<file path="src/rtl/mem_access_pkg.sv">
// mem_access_pkg: shared types for the RV64 memory-access stage.
// Bus types, operation encoding, size masks and the EX/MEM and MEM/WB records.
// The mem_wb record always carries a misalign flag; it can only be set when
// MEM_MISALIGN_CHECK_EN is defined.
package mem_access_pkg;

    localparam int XLEN = 64;

    // Operations seen by the memory stage. Only the load/store group touches the bus.
    typedef enum logic [4:0] {
        OP_NOP, OP_ADD, OP_SUB,
        OP_LB, OP_LH, OP_LW, OP_LD, OP_LBU, OP_LHU, OP_LWU,
        OP_SB, OP_SH, OP_SW, OP_SD
    } op_t;

    typedef enum logic [1:0] {
        MSIZE1 = 2'd0,
        MSIZE2 = 2'd1,
        MSIZE4 = 2'd2,
        MSIZE8 = 2'd3
    } msize_t;

    typedef enum logic {
        S_IDLE = 1'b0,
        S_WAIT = 1'b1
    } state_t;

    // Byte-lane masks for an aligned access of each size, before shifting by the offset.
    localparam logic [7:0] MASK_B = 8'h01;
    localparam logic [7:0] MASK_H = 8'h03;
    localparam logic [7:0] MASK_W = 8'h0F;
    localparam logic [7:0] MASK_D = 8'hFF;

    typedef struct packed {
        logic            valid;
        logic [XLEN-1:0] addr;
        msize_t          size;
        logic [7:0]      strobe;
        logic [XLEN-1:0] data;
    } dbus_req_t;

    typedef struct packed {
        logic            data_ok;
        logic [XLEN-1:0] data;
    } dbus_resp_t;

    typedef struct packed {
        logic            valid;
        logic [31:0]     inst;
        logic [XLEN-1:0] inst_pc;
        op_t             op;
        logic [XLEN-1:0] alu_result;
        logic [XLEN-1:0] rs2_data;
    } ex_mem_t;

    typedef struct packed {
        logic            valid;
        logic [31:0]     inst;
        logic [XLEN-1:0] inst_pc;
        op_t             op;
        logic [XLEN-1:0] value;
        logic            misalign;
    } mem_wb_t;

    function automatic logic is_load(op_t op);
        return (op == OP_LB) || (op == OP_LH) || (op == OP_LW) || (op == OP_LD) ||
               (op == OP_LBU) || (op == OP_LHU) || (op == OP_LWU);
    endfunction

    function automatic logic is_store(op_t op);
        return (op == OP_SB) || (op == OP_SH) || (op == OP_SW) || (op == OP_SD);
    endfunction

    function automatic logic is_mem(op_t op);
        return is_load(op) || is_store(op);
    endfunction

    function automatic logic load_signed(op_t op);
        return (op == OP_LB) || (op == OP_LH) || (op == OP_LW);
    endfunction

    function automatic msize_t op_size(op_t op);
        case (op)
            OP_LB, OP_LBU, OP_SB: return MSIZE1;
            OP_LH, OP_LHU, OP_SH: return MSIZE2;
            OP_LW, OP_LWU, OP_SW: return MSIZE4;
            default:              return MSIZE8;
        endcase
    endfunction

    // Low address bits that must be zero for a naturally aligned access.
    function automatic logic [2:0] align_bits(msize_t s);
        case (s)
            MSIZE1:  return 3'b000;
            MSIZE2:  return 3'b001;
            MSIZE4:  return 3'b011;
            default: return 3'b111;
        endcase
    endfunction

endpackage

</file>
<file path="src/rtl/mem_access_if.sv">
// mem_access_if: bundles the memory stage's pipeline records and data bus.
// master = the memory stage, slave = its surroundings (pipeline + bus).
interface mem_access_if;
    import mem_access_pkg::*;

    ex_mem_t    ex_mem_state;
    dbus_req_t  dreq;
    dbus_resp_t dresp;
    mem_wb_t    mem_wb_state;
    logic       stall;

    modport master (
        input  ex_mem_state, dresp,
        output dreq, mem_wb_state, stall
    );

    modport slave (
        output ex_mem_state, dresp,
        input  dreq, mem_wb_state, stall
    );
endinterface

</file>
<file path="src/rtl/mem_align.sv">
// mem_align: combinational byte-lane steering for the memory stage.
// Store side: strobe and data shifted to the addressed lanes.
// Load side: addressed bytes moved to bit 0, truncated and sign/zero-extended.
module mem_align
    import mem_access_pkg::*;
(
    input  msize_t      size_i,
    input  logic [2:0]  off_i,
    input  logic        sign_i,
    input  logic [63:0] wdata_i,
    input  logic [63:0] rdata_i,
    output logic [7:0]  strobe_o,
    output logic [63:0] wdata_o,
    output logic [63:0] rdata_o
);
    logic [7:0]  mask;
    logic [63:0] shifted;

    // Lane steering for both directions; offsets are byte granular.
    always_comb begin
        case (size_i)
            MSIZE1:  mask = MASK_B;
            MSIZE2:  mask = MASK_H;
            MSIZE4:  mask = MASK_W;
            default: mask = MASK_D;
        endcase
        strobe_o = mask << off_i;
        wdata_o  = wdata_i << {off_i, 3'b000};
        shifted  = rdata_i >> {off_i, 3'b000};
        case (size_i)
            MSIZE1:  rdata_o = {{56{sign_i & shifted[7]}},  shifted[7:0]};
            MSIZE2:  rdata_o = {{48{sign_i & shifted[15]}}, shifted[15:0]};
            MSIZE4:  rdata_o = {{32{sign_i & shifted[31]}}, shifted[31:0]};
            default: rdata_o = shifted;
        endcase
    end
endmodule

</file>
<file path="src/rtl/mem_access.sv">
// mem_access: memory-access stage of the RV64 pipeline.
// Two-state request FSM holds the pipeline until the bus returns data_ok and
// then registers the mem_wb record. Non-memory ops pass through in one cycle.
// Optional: MEM_MISALIGN_CHECK_EN turns misaligned accesses into a flagged,
// bus-less one-cycle completion carrying the faulting address.
module mem_access
    import mem_access_pkg::*;
(
    input  logic          clk,
    input  logic          reset,
    mem_access_if.master  bus
);
    state_t      state_q, state_d;
    logic [63:0] addr_q;
    msize_t      size_q;
    logic [7:0]  strobe_q;
    logic [63:0] data_q;
    op_t         op_q;
    mem_wb_t     mem_wb_q, mem_wb_d;

    ex_mem_t     ex;
    dbus_req_t   dreq_c;
    logic        stall_c;
    logic        ex_is_mem;
    logic        ex_misalign;
    logic        issue;

    op_t         cur_op;
    logic [2:0]  cur_off;
    logic [7:0]  st_strobe;
    logic [63:0] st_data;
    logic [63:0] ld_value;

    assign ex        = bus.ex_mem_state;
    assign ex_is_mem = ex.valid && is_mem(ex.op);

`ifdef MEM_MISALIGN_CHECK_EN
    assign ex_misalign = ex_is_mem &&
                         ((ex.alu_result[2:0] & align_bits(op_size(ex.op))) != 3'b000);
`else
    assign ex_misalign = 1'b0;
`endif

    assign issue = (state_q == S_IDLE) && ex_is_mem && !ex_misalign;

    // While waiting, the latched request defines which lanes the response uses.
    assign cur_op  = (state_q == S_WAIT) ? op_q : ex.op;
    assign cur_off = (state_q == S_WAIT) ? addr_q[2:0] : ex.alu_result[2:0];

    mem_align u_align (
        .size_i   (op_size(cur_op)),
        .off_i    (cur_off),
        .sign_i   (load_signed(cur_op)),
        .wdata_i  (ex.rs2_data),
        .rdata_i  (bus.dresp.data),
        .strobe_o (st_strobe),
        .wdata_o  (st_data),
        .rdata_o  (ld_value)
    );

    // Request FSM: issue from ex_mem in IDLE, replay latched request in WAIT.
    always_comb begin
        state_d = state_q;
        dreq_c  = '0;
        stall_c = 1'b0;
        case (state_q)
            S_IDLE: begin
                if (issue) begin
                    dreq_c.valid  = 1'b1;
                    dreq_c.addr   = ex.alu_result;
                    dreq_c.size   = op_size(ex.op);
                    dreq_c.strobe = is_store(ex.op) ? st_strobe : 8'h00;
                    dreq_c.data   = is_store(ex.op) ? st_data : 64'h0;
                    if (!bus.dresp.data_ok) begin
                        state_d = S_WAIT;
                        stall_c = 1'b1;
                    end
                end
            end
            S_WAIT: begin
                dreq_c.valid  = 1'b1;
                dreq_c.addr   = addr_q;
                dreq_c.size   = size_q;
                dreq_c.strobe = strobe_q;
                dreq_c.data   = data_q;
                if (bus.dresp.data_ok) begin
                    state_d = S_IDLE;
                end else begin
                    stall_c = 1'b1;
                end
            end
            default: state_d = S_IDLE;
        endcase
    end

    // Reset kills the outstanding request on the bus immediately, not at the next edge.
    assign bus.dreq  = reset ? '0 : dreq_c;
    assign bus.stall = ~reset & stall_c;

    // State register.
    always_ff @(posedge clk or posedge reset) begin
        if (reset) state_q <= S_IDLE;
        else       state_q <= state_d;
    end

    // Latch the request on issue so it stays constant while the bus is slow.
    always_ff @(posedge clk or posedge reset) begin
        if (reset) begin
            addr_q   <= '0;
            size_q   <= MSIZE1;
            strobe_q <= '0;
            data_q   <= '0;
            op_q     <= OP_NOP;
        end else if (issue) begin
            addr_q   <= dreq_c.addr;
            size_q   <= dreq_c.size;
            strobe_q <= dreq_c.strobe;
            data_q   <= dreq_c.data;
            op_q     <= ex.op;
        end
    end

    // Writeback record: bubble while stalled, otherwise capture the completing instruction.
    always_comb begin
        mem_wb_d       = mem_wb_q;
        mem_wb_d.valid = 1'b0;
        if (!stall_c) begin
            mem_wb_d.valid    = ex.valid;
            mem_wb_d.inst     = ex.inst;
            mem_wb_d.inst_pc  = ex.inst_pc;
            mem_wb_d.op       = ex.op;
            mem_wb_d.value    = (is_load(ex.op) && !ex_misalign) ? ld_value : ex.alu_result;
            mem_wb_d.misalign = ex_misalign;
        end
    end

    // MEM/WB pipeline register.
    always_ff @(posedge clk or posedge reset) begin
        if (reset) mem_wb_q <= '0;
        else       mem_wb_q <= mem_wb_d;
    end

    assign bus.mem_wb_state = mem_wb_q;

endmodule

</file>
<file path="src/flat_wrapper.sv">
// flat-port wrapper written by rule: the top's interface ports become plain ports
module mem_access_flat import mem_access_pkg::*;
  (clk, reset, bus_ex_mem_state, bus_dresp, bus_dreq, bus_mem_wb_state, bus_stall);
  mem_access_if bus_i ();
  input  logic clk;
  input  logic reset;
  input wire logic [$bits(bus_i.ex_mem_state)-1:0] bus_ex_mem_state;
  input wire logic [$bits(bus_i.dresp)-1:0] bus_dresp;
  output wire logic [$bits(bus_i.dreq)-1:0] bus_dreq;
  output wire logic [$bits(bus_i.mem_wb_state)-1:0] bus_mem_wb_state;
  output wire logic [$bits(bus_i.stall)-1:0] bus_stall;
  assign bus_i.ex_mem_state = bus_ex_mem_state;
  assign bus_i.dresp = bus_dresp;
  assign bus_dreq = bus_i.dreq;
  assign bus_mem_wb_state = bus_i.mem_wb_state;
  assign bus_stall = bus_i.stall;
  mem_access u_core (.clk(clk), .reset(reset), .bus(bus_i));
endmodule
</file>
<file path="config.mk">
export PLATFORM = sky130hd
export DESIGN_NAME = mem_access_flat
export DESIGN_NICKNAME = d
export VERILOG_FILES = /design/src/rtl/mem_access_pkg.sv /design/src/rtl/mem_access_if.sv /design/src/rtl/mem_align.sv /design/src/rtl/mem_access.sv /design/src/flat_wrapper.sv
export SDC_FILE = /design/constraint.sdc
export NUM_CORES = 1
export LEC_CHECK = 0
export CORE_AREA = 2 2 235 237
export DETAILED_ROUTE_END_ITERATION = 12
export DIE_AREA = 0 0 237 239
export DONT_BUFFER_PORTS = 1
export GPL_ROUTABILITY_DRIVEN = 0
export PLACE_DENSITY = 0.47
export RECOVER_POWER = 50
export SYNTH_ARGS = -nofsm -noshare
export SYNTH_HDL_FRONTEND = slang
export SYNTH_SLANG_ARGS = --single-unit
</file>
<file path="constraint.sdc">
create_clock -name clk -period 34.4 [get_ports clk]
set_input_delay 1.72 -clock clk [delete_from_list [all_inputs] [get_ports clk]]
set_output_delay 1.72 -clock clk [all_outputs]
set_load 0.01 [all_outputs]
</file>
Yosys cells after proc, flatten, opt, wreduce, memory -nomap -nowiden
Memories as Yosys holds them, arrays and structs flattened. Cells that the tools add are included.

Input bits: 297. ROM bits: 64. Word-level logic and storage cells: 69. Memories kept: 2. Register bits after elaboration: 310.

Reduce and logical (&&, ||, !) cells: 15. Bitwise logic cells: 6. Shift-type cells: 3. Muxes and demuxes: 16. Equality and inequality tests: 16.

Memories: (no name shown) (words 16, width 2, read ports 1, clocked after Yosys merged registers in 0, write ports 0, line mem_access_pkg.sv:83) `case (op)`; (no name shown) (words 16, width 2, read ports 1, clocked after Yosys merged registers in 0, write ports 0, line mem_access_pkg.sv:83).

Operator list (number): 139-bit two-way mux (2); 139-bit one-hot mux with 2 select lines (1); 64-bit one-hot mux with 3 select lines (1); 167-bit two-way mux (1); 64-bit two-way mux (2); 64-bit by 6-bit << shifter with 64-bit output (1); 64-bit by 6-bit >> shifter with 64-bit output (1); 5-bit by 3-bit equality test with 1-bit output, second input constant (6); 5-bit by 4-bit equality test with 1-bit output, second input constant (6); 8-bit one-hot mux with 3 select lines (1); 1-bit logical OR (12); 5-bit by 2-bit equality test with 1-bit output, second input constant (2); 8-bit two-way mux (1); 8-bit by 3-bit << shifter with 8-bit output (1); 5-bit two-way mux (1); 1-bit bitwise AND (4); 2-bit two-way mux (2); 3-bit two-way mux (1); 2-bit by 1-bit equality test with 1-bit output, second input constant (1); 2-bit equality test, second input constant (1); 1-bit logical AND (2); 2-bit logical NOT (1); 1-bit two-way mux (2); 1-bit NOT (2); 1-bit one-hot mux with 2 select lines (1).

Logic depth before layout (Yosys ltp)
Word-level depth: 13. Depth in mapped cells: 16. Gate-level depth less buffers: 10.

Cells and area by module
From an unflattened synthesis, not the netlist that was laid out.

Cells, all modules: 1929. Area total of the unflattened synthesis: 18476.5 sq um.

By module, submodules not included: mem_access (instances 1, area an instance 13939.6 sq um, cells each 1338); mem_align (instances 1, area an instance 4536.9 sq um, cells each 591).

Worst setup path before layout
OpenSTA, ideal clock, no wires.

Path kind: input port to output port. From: input reset. To: output bus_dreq[35]. Arrival time: 11.660 ns. Data required time: 32.680 ns. Stages on the path: 3. Path buffers: 1. Setup slack: 21.020 ns. Cell sequence: inv_1 > clkbuf_1 > o21a_1.

Cells in the longest elaborated chain, start to end: 1.

Ends and longest elaborated chain: from (decl) (line flat_wrapper.sv:6) `input logic reset;`; 139-bit two-way mux (line mem_access.sv:97) `assign bus.dreq = reset ? '0 : dreq_c;`; to (decl) (line flat_wrapper.sv:9) `output wire logic [$bits(bus_i.dreq)-1:0] bus_dreq;`.

Every way passes these cells.

Worst setup path after layout
From: input reset. To: output bus_dreq[63].

The elaborated chain is that of the path after synthesis.

==> results.tsv <==
metric	value	unit
synth_edf_count	0	
vdd_drop_max	0.0000339	V
grt_first_pass_wirelength	105	mm
skew	11.4	ps
wl_per_cell	25.8	µm
die_y	239	µm
required	32680	ps
dr.pass1.iters	5	
multi_input_area	8850	µm²
vias_per_cell	5.48	
nFillCells	5785	
tightest_slew	4730	ps
yosysMostFrequentCell	nand2_1	
post_cts_buffers	0	
leakagePower	8.85	nW
end_kind	output port	
cts_tree	built	
clock_sinks	310	
ant_nets	0	
period_minus_slack	9940	ps
die_w	237	µm
port_buffers	0	
drv_slew	329	
hold_depth	1	
antenna_found_initial	1	
cp_max_fo	129	
whs	469	ps
ys_seq_area_frac	0.450	
synth.distinct_cells	63	
syn_area	17300	µm²
max_freq	0.101	GHz
clock_latency	560	ps
relSlewSlack	-2.17	
num_io_pins	604	
synth_area_leaders	dfrtp_1 45%, nand2_1 20%, mux2i_1 6.3%	
clockBufferDepth	3	
numCtsBuffers	40	
r2r_cells	8	
startpoint_type	input pin	
rsz0062_at_grt	false	
cts_root_buf	clkbuf_16	
synth_nets	2515	
crit_path_start	reset	
post_synth_most_frequent_cells	941 x nand2_1, 310 x dfrtp_1, 162 x a21oi_1	
ff_latch_area	7760	µm²
fin_setup_tns	0	ps
grt-ovfl-total	0	
post_cts_resized	0	
ys.warnings.count	0	
avgSynthCellArea	7.81	µm²
grt_max_degree	130	
timing.rr.start	u_core.state_q	
maxCapViolations	4	
p_clk_frac	0.383	
drc	0	
wirelength	73.0	mm
hold_class	reg -> reg	
worstSetupPathType	in -> out	
cp.arrival	8220	ps
initial_utilization	0.317	
finalSetupViolCount	0	
pwr_density_cell	56.6	nW/µm²
track_usage	0.248	
p_total	1.07	mW
detailed_place_hpwl	53.8	mm
rrSetupSlack	28830	ps
dieArea	56600	µm²
via_count	15500	
synthArstFlopShare	1.00	
comb_power_share	0.175	
swShare	0.323	
synth_top_area_cell	dfrtp_1	
ys_seq_elements	310	
drt_iter0_drc	1374	
num_rows	86	
endpoint	bus_dreq[63]	
syn_inst	2210	
p_sw	0.346	mW
p_int	0.725	mW
drive_above_1_share	0.0522	
status	complete, but fails checks	
synthToLayoutAreaGrowth	9.70	%
grt_pass1_vias	14900	
cts_hold_buf	0	
period_share	0.289	
violations	max-capacitance violations, max-slew violations	
synthFlopType	dfrtp_1	
hold_viol_final	0	
fin_nets	2406	
h-tree-depth	2	
yosysTopAreaCellShare	0.450	
core_area	54300	µm²
seq_power_share	0.442	
reg2reg_to	u_core.bus.mem_wb_state[33]	
clk_pin_slew	60	ps
-- state kept, by name, indices dropped and copies added, names as in the netlist --
register / flops
u_core.bus.mem_wb_state: 166
u_core.addr_q: 64
u_core.data_q: 64
u_core.strobe_q: 8
u_core.state_q: 1
u_core.op_q: 5
u_core.size_q: 2
-- power by group through the flow --
stage               combinational, mW  clock [mW]  sequential [mW]
floorplan                       0.144           0            0.463
global placement                0.185           0            0.479
detailed placement              0.189           0            0.480
CTS                             0.189       0.422            0.474
global route                    0.210       0.435            0.480
finish                          0.188       0.410            0.474
-- per-stage QoR --
step | cells | util | setup WS (ps) | area (µm²)
after floorplan | 2210 | - | 20160 | 17300
after global placement | 2763 | 0.325 | 28170 | 17700
after detailed placement | 2763 | 0.325 | 28110 | 17700
after CTS | 2831 | 0.348 | 27510 | 18900
after global routing | 2831 | 0.348 | 23220 | 18900
final | 2833 | 0.348 | 24460 | 18900
-- final cells by class --
type | count | area share
diodes | 2 | 0.000264
clock buffers | 54 | 0.0583
clock inverters | 14 | 0.00793
inverters | 10 | 0.00231
multi-input cells | 1720 | 0.468
flip-flops and latches | 310 | 0.410
well taps | 704 | 0.0465
repair buffers | 19 | 0.00694
-- worst min-delay path by stage --
stage / from / to
after floorplan: u_core.data_q[32] / u_core.data_q[32]
after global placement: u_core.data_q[35] / u_core.data_q[35]
after detailed placement: u_core.data_q[57] / u_core.data_q[57]
after CTS: u_core.data_q[57] / u_core.data_q[57]
after global routing: u_core.data_q[28] / u_core.data_q[28]
final: u_core.data_q[35] / u_core.data_q[35]
-- per-layer routing --
| metal | global-route usage | vias to the layer above | wire length [µm] |
|---|---|---|---|
| li1 | - | 7172 | - |
| met1 | 0.298 | 7642 | 28300 |
| met2 | 0.416 | 614 | 35500 |
| met3 | 0.0882 | 103 | 7230 |
| met4 | 0.0729 | 0 | 1940 |
| met5 | 0 | - | 0 |
-- placed cells by master, fill, tap and decap left out, types with 3 or more instances in the layout --
| cell | n |
|---|---|
| clkinvlp_4 | 3 |
| a211oi_1 | 39 |
| mux2_4 | 3 |
| a21o_1 | 22 |
| a31oi_1 | 8 |
| nand3_1 | 48 |
| a2bb2oi_1 | 40 |
| a22o_1 | 8 |
| o221ai_1 | 6 |
| nor3_1 | 38 |
| a21oi_1 | 162 |
| o22ai_1 | 5 |
| mux2i_4 | 3 |
| clkbuf_1 | 12 |
| o2bb2ai_1 | 8 |
| nand2_1 | 941 |
| o21a_1 | 14 |
| a211o_1 | 8 |
| o211ai_1 | 11 |
| clkbuf_8 | 5 |
| mux4_2 | 4 |
| and3_1 | 13 |
| inv_1 | 8 |
| mux2i_1 | 105 |
| inv_6 | 3 |
| a22oi_1 | 8 |
| clkinv_2 | 5 |
| and2_1 | 15 |
| nor2_1 | 89 |
| ha_1 | 8 |
| o21bai_1 | 4 |
| o21ai_0 | 57 |
| buf_4 | 16 |
| o31ai_1 | 10 |
| clkbuf_16 | 40 |
| dfrtp_1 | 309 |
| nand2b_1 | 3 |
| nor3b_1 | 3 |
-- critical path, stage by stage --
cell        delay, ps
clkinvlp_2       3440
clkbuf_1         2370
o21a_1            640
-- cell families after synthesis --
family,Yosys count,share of synthesized area
AND/OR/NAND/NOR,1165,0.267
AO/OA/AOI/OAI,428,0.162
flip-flops,310,0.450
buffers and inverters,180,0.0422
multiplexers,118,0.0725
adder cells (fa/ha/maj),8,0.00580
other,1,0.000217
(Power assumes the default switching activity.)
